--- config.mk ---
export PLATFORM = sky130hd
export DESIGN_NAME = rect_linear_grad
export DESIGN_NICKNAME = d
export VERILOG_FILES = /design/src/rtl/rect_linear_grad.sv
export SDC_FILE = /design/constraint.sdc
export NUM_CORES = 1
export LEC_CHECK = 0
export CELL_PAD_IN_SITES_DETAIL_PLACEMENT = 0
export CELL_PAD_IN_SITES_GLOBAL_PLACEMENT = 1
export CORE_UTILIZATION = 35
export DETAILED_ROUTE_END_ITERATION = 12
export GPL_TIMING_DRIVEN = 0
export PLACE_DENSITY_LB_ADDON = 0.1
export SYNTH_ARGS = -nofsm -noshare
export SYNTH_HDL_FRONTEND = slang
export SYNTH_SLANG_ARGS = --single-unit
export TNS_END_PERCENT = 100
--- constraint.sdc ---
create_clock -name clock -period 4.6 [get_ports clock]
set_input_delay 0.69 -clock clock [delete_from_list [all_inputs] [get_ports clock]]
set_output_delay 0.69 -clock clock [all_outputs]
set_load 0.03 [all_outputs]
--- src/rtl/rect_linear_grad.sv ---
// rect_linear_grad: ReLU derivative gate for the backward pass.
// Stores one mask bit per forward activation and gates incoming gradients in the same FIFO order.
module rect_linear_grad #(
  parameter int NN_WIDTH   = 32,
  parameter int MASK_DEPTH = 64,
  parameter int ADDR_WIDTH = 6
) (
  input  logic                clock,
  input  logic                reset,
  input  logic                flush,
  input  logic                fwd_valid,
  input  logic [NN_WIDTH-1:0] fwd_in,
  output logic                fwd_ready,
  input  logic                grad_in_valid,
  input  logic [NN_WIDTH-1:0] grad_in,
  output logic                grad_in_ready,
  output logic                grad_out_valid,
  output logic [NN_WIDTH-1:0] grad_out,
  input  logic                grad_out_ready,
  output logic [ADDR_WIDTH:0] mask_count
);

  localparam logic [ADDR_WIDTH:0]   COUNT_FULL = (ADDR_WIDTH+1)'(MASK_DEPTH);
  localparam logic [ADDR_WIDTH:0]   COUNT_ONE  = (ADDR_WIDTH+1)'(1);
  localparam logic [ADDR_WIDTH-1:0] PTR_ONE    = ADDR_WIDTH'(1);

  logic                  mask_mem [MASK_DEPTH];
  logic [ADDR_WIDTH-1:0] wr_ptr_reg, wr_ptr_next;
  logic [ADDR_WIDTH-1:0] rd_ptr_reg, rd_ptr_next;
  logic [ADDR_WIDTH:0]   count_reg, count_next;
  logic                  out_valid_reg, out_valid_next;
  logic [NN_WIDTH-1:0]   out_data_reg, out_data_next;
  logic                  push, pop, fwd_mask, rd_mask;

  // Derivative of ReLU: 1 only for strictly positive pre-activations.
  assign fwd_mask      = !fwd_in[NN_WIDTH-1] && (fwd_in != '0);
  assign fwd_ready     = (count_reg != COUNT_FULL);
  assign grad_in_ready = (count_reg != '0) && (!out_valid_reg || grad_out_ready);
  assign push          = fwd_valid && fwd_ready;
  assign pop           = grad_in_valid && grad_in_ready;
  assign rd_mask       = mask_mem[rd_ptr_reg];

  // Contents need no clear: validity is tracked by the pointers and count.
  always_ff @(posedge clock) begin
    if (push && !flush) begin
      mask_mem[wr_ptr_reg] <= fwd_mask;
    end
  end

  always_comb begin
    wr_ptr_next    = wr_ptr_reg;
    rd_ptr_next    = rd_ptr_reg;
    count_next     = count_reg;
    out_valid_next = out_valid_reg;
    out_data_next  = out_data_reg;
    if (flush) begin
      wr_ptr_next    = '0;
      rd_ptr_next    = '0;
      count_next     = '0;
      out_valid_next = 1'b0;
      out_data_next  = '0;
    end else begin
      if (push) begin
        wr_ptr_next = wr_ptr_reg + PTR_ONE;
      end
      if (pop) begin
        rd_ptr_next    = rd_ptr_reg + PTR_ONE;
        out_valid_next = 1'b1;
        out_data_next  = rd_mask ? grad_in : '0;
      end else if (out_valid_reg && grad_out_ready) begin
        out_valid_next = 1'b0;
      end
      case ({push, pop})
        2'b10:   count_next = count_reg + COUNT_ONE;
        2'b01:   count_next = count_reg - COUNT_ONE;
        default: count_next = count_reg;
      endcase
    end
  end

  always_ff @(posedge clock or negedge reset) begin
    if (!reset) begin
      wr_ptr_reg    <= '0;
      rd_ptr_reg    <= '0;
      count_reg     <= '0;
      out_valid_reg <= 1'b0;
      out_data_reg  <= '0;
    end else begin
      wr_ptr_reg    <= wr_ptr_next;
      rd_ptr_reg    <= rd_ptr_next;
      count_reg     <= count_next;
      out_valid_reg <= out_valid_next;
      out_data_reg  <= out_data_next;
    end
  end

  assign grad_out_valid = out_valid_reg;
  assign grad_out       = out_data_reg;
  assign mask_count     = count_reg;

endmodule

======== After elaboration in Yosys (flattened, before gate mapping) ========
Memories as Yosys holds them, arrays and structs flattened.
Cells that the tools add are included.
Widths: inputs -> output; s select.
word-level totals
  bits in registers ....................... 52
  bits in writable memories ............... 64
  input bits .............................. 70
  output and inout bits ................... 42
  word-level logic and storage cells ...... 43
  memories kept ........................... 1
memory list
  memory    depth  bits a word  rd ports  clocked after memory_dff  write ports  line  source
  mask_mem  64     1            1         0                         1            27    logic mask_mem [MASK_DEPTH];
cells by class
  $add $sub $neg .......................... 4
  equal/unequal tests ..................... 3
  multiplexer cells ....................... 14
  reductions and logical operators ........ 16
operators by type and width
  cell                 count
  $mux 32              3
  $reduce_bool 32->1   1
  $mux 6               4
  $pmux 7 s2           1
  $add 6x1->6 const B  2
  $add 7x1->7 const B  1
  $mux 7               1
  $ne 7x7->1 const B   1
  $reduce_bool 7->1    1
  $sub 7x1->7 const B  1
  $logic_and 1x1->1    6
  $reduce_bool 3->1    2
  $mux 1               5
  $reduce_bool 2->1    2
  $logic_not 1->1      3
  $eq 2x1->1 const B   1
  $eq 2x2->1 const B   1
  $logic_or 1x1->1     1

======== Depth between registers and ports, before layout ========
  depth after elaboration ................. 7
  gate-level depth with buffers ........... 12
  depth with buffers taken out ............ 11

======== Worst setup path after synthesis ========
Ideal clock, no wire load.
  path type ............................... reg2reg
  from .................................... register count_reg[1] (netlist: mask_count[1])
  to ...................................... register count_reg[6] (netlist: mask_count[6])
  setup time .............................. 0.133 ns
  data arrival time ....................... 3.205 ns
  path slack .............................. 1.262 ns
  stages on the path, launching flop included .. 12
  clock period less this slack ............ 3.338 ns
  cell sequence ........................... dfrtp_1 > or4_4 > o311ai_4 > or2_4 > inv_1 > fa_1 > a21o_1 > a21oi_1 > o21ai_0 > mux2i_4 > xnor2_1 > nor2_1
on the way
  cells in the longest elaborated chain, start to end .. 6
  elaborated cells between the ends (all ways) .. 12
RTL lines
  what                                                                 line  source
  start, declared                                                      30    logic [ADDR_WIDTH:0] count_reg, count_next;
  start signal, assigned                                               91    count_reg <= count_next;
  parallel branches: the longest is 6 deep, another holds $sub 7x1->7  n/a
Several ways; the timed one is not identified.
A chain may end at the register's enable or synchronous reset.

======== Worst setup path after layout ========
Ends and elaborated chain as after synthesis.

==> results.sh <==
export IMPL_min_period_ns=3.60
export IMPL_area_delta_synth_final_pct=34.7
export IMPL_initial_core_util=0.358
export IMPL_crit_type="flop to flop"
export IMPL_async_reset_ff_frac=0.448
export IMPL_top_register="mask_mem"
export IMPL_netlist_area_sq_mm=0.00593
export IMPL_drt_pass1_iter_count=5
export IMPL_final_cell_mix="109 x clkdlybuf4s50_1, 91 x nor2_1, 64 x edfxtp_1"
export IMPL_numCtsBuffers=17
export IMPL_synth_nets=624
export IMPL_hp_class="input pin to async pin"
export IMPL_clkTransAtPathRegs_ns=0.05
export IMPL_slowest_delay_ns=0.60
export IMPL_relSlewSlack=0.442
export IMPL_cts_tree="done"
export IMPL_num_antenna_cells=0
export IMPL_core_area_sq_mm=0.0166
export IMPL_vdd_drop_max_v=0.000294
export IMPL_synth_area_per_cell_sq_um=10.9
export IMPL_end_kind="flop"
export IMPL_rsz0062_at_grt="false"
export IMPL_place_ws_ns=0.906
export IMPL_drive_gt1_frac=0.0725
export IMPL_setup_slack_ns=1.00
export IMPL_p_leak_nw=2.77
export IMPL_final_common_cell="clkdlybuf4s50_1"
export IMPL_cts_max_level=4
export IMPL_cp_max_fo=10
export IMPL_worstSetupStartpointType="flop"
export IMPL_grt_max_degree=45
export IMPL_tightest_slew_ns=0.833
export IMPL_antenna_found_initial=0
export IMPL_synth_xor_xnor_area_share=0.0207
export IMPL_synth_compound_area_frac=0.134
export IMPL_cp_slowest_cell="or4_4"
export IMPL_ctsHoldBuffers=0
export IMPL_hold_viol_final=0
export IMPL_port_buffers=110
export IMPL_die_area_sq_mm=0.0175
export IMPL_cts_buffer_depth=2
export IMPL_grt_pass1_wl_um=25900
export IMPL_postCtsSetupBuffers=0
export IMPL_power_density_mw_per_mm2=511
export IMPL_fin_worst_skew_ns=0.00712
export IMPL_track_usage=0.194
export IMPL_fmax_ghz=0.278
export IMPL_clock_sinks=116
export IMPL_cap_violations=0
export IMPL_drv_slew=0
export IMPL_synth_edf_count=64
export IMPL_wl_per_cell_um=17.6
export IMPL_crit_arrival_ns=3.89
export IMPL_route_detailed_drc=0
export IMPL_synthAdderAreaFrac=0.0181
export IMPL_rrSetupSlack_ns=1.00
export IMPL_synthSimpleGateAreaFrac=0.181
export IMPL_worstPathCellList="or4_4 -> o311ai_4 -> or2_4 -> inv_1 -> fa_1 -> a21o_1 -> a21oi_1 -> o21ai_0 -> mux2i_4 -> xnor2_1 -> nor2_1"
export IMPL_ctsResizeCount=0
export IMPL_routed_via_count=4797
export IMPL_layout_nets=755
export IMPL_tns_ns=0
export IMPL_clock_root_buffer="clkbuf_16"
export IMPL_synth_warnings=0
export IMPL_stdcell_count=910
export IMPL_n_fill_cell=1568
export IMPL_power_mw=4.08
export IMPL_dp_hpwl_um=10800
export IMPL_clkLatencyLatePin_ns=0.42
export IMPL_dp_cells=878
export IMPL_die_h_um=132
export IMPL_synth_flop_cell="edfxtp_1"
export IMPL_fp_dieW_um=132
export IMPL_status="finished clean"
export IMPL_ant_nets=0
export IMPL_drt_iter0_drc=237
export IMPL_globalRouteOverflowTotal=0
export IMPL_via_per_inst=5.27
export IMPL_synth_mux_area_frac=0.0679
export IMPL_cp_required_ns=4.89
export IMPL_setup_violations=0
export IMPL_ys_types=46
export IMPL_largest_reg_flops=64
export IMPL_rows=47
export IMPL_gp_congestion=0.721
export IMPL_synth_cells=546
export IMPL_pin_count=112
export IMPL_yosysSeqAreaShare=0.543
export IMPL_wl_um=16000
export IMPL_synth_top_family_by_area="simple AND/OR/NAND/NOR gates"
export IMPL_synth_seq_cells=116
export IMPL_post_route_period_util=0.782
export IMPL_grt_pass1_vias=4838
[final cells by class]
class | count | area, sq um | share of cell area
clock inverters | 12 | 205 | 0.0257
flip-flops and latches | 116 | 3220 | 0.403
well taps | 220 | 275 | 0.0344
inverters | 6 | 22.5 | 0.00282
clock buffers | 20 | 437 | 0.0546
plain buffers | 42 | 181 | 0.0227
repair buffers | 112 | 1140 | 0.142
multi-input cells | 382 | 2510 | 0.314
[where the power goes]
| group | internal [mW] | switching, mW |
|---|---|---|
| logic | 0.539 | 0.813 |
| registers | 1.20 | 0.0873 |
| clock network | 0.961 | 0.481 |
[path summary, 6_finish.rpt]
check,from,endpoint,cells after the start
worst max register to register,mask_count[1],mask_count[6],11
max in group asynchronous,reset,wr_ptr_reg[2],2
min in group clock,grad_out[4],grad_out[4],2
worst min register to register,grad_out[4],grad_out[4],2
worst min-delay path,reset,grad_out[29],1
worst max-delay path,mask_count[1],mask_count[6],11
[cells by family after synthesis]
kind of cell             Yosys count
AO/OA/AOI/OAI                    101
XOR/XNOR                          14
adder cells (fa/ha/maj)            8
buffers and inverters             48
flip-flops                       116
multiplexers                      39
AND/OR/NAND/NOR                  220
[critical path: cells and delay by family (launching register included)]
kind | cells | cell delay [ns]
xor gates and xnor gates | 1 | 0.15
DFF | 1 | 0.44
adders and majority gates | 1 | 0.43
AOI/OAI and AO/OA | 4 | 1.14
buffers and inverters | 1 | 0.13
and+or+nand+nor | 3 | 0.91
muxes | 1 | 0.26
[per-layer routing]
metal  global-route usage  wire, um  up-vias
met2                0.318      7700      141
met5                    0         0        -
met4               0.0837       361        0
met3               0.0450       852       25
li1                     -         -     2307
met1                0.244      7070     2324
[cell usage after synthesis (2+ instances only)]
master	n	area, sq um
o22ai_1	2	12.5
a22oi_1	16	120
buf_4	3	22.5
nand4b_1	2	17.5
dfrtp_1	52	1300
ha_1	7	87.6
a21o_1	2	15.0
xnor2_1	8	70.1
nand3_1	4	20.0
nand4_1	6	37.5
nand3b_1	35	263
o2111ai_1	33	289
o21ai_0	3	15.0
nand2b_1	3	18.8
or2_2	2	12.5
o211ai_1	33	248
nor3_1	2	10.0
nor2_1	92	345
xor2_1	6	52.6
a21oi_1	6	30.0
nor4_1	7	43.8
or3_1	3	18.8
buf_2	4	20.0
edfxtp_1	64	1920
mux2i_1	38	380
o31a_1	2	17.5
nand2_1	51	191
clkbuf_1	31	116
buf_1	3	11.3
inv_1	6	22.5
nor2b_1	5	31.3
[metrics by stage]
stage	hold WS [ns]	utilization	instance area, sq um
global route	0.293	0.482	7990
CTS	0.269	0.482	7990
global placement	0.481	0.441	7310
finish	0.250	0.482	7990
floorplan	0.394	-	5930
detailed placement	0.486	0.443	7350
Power figures use the tool's default switching activity.
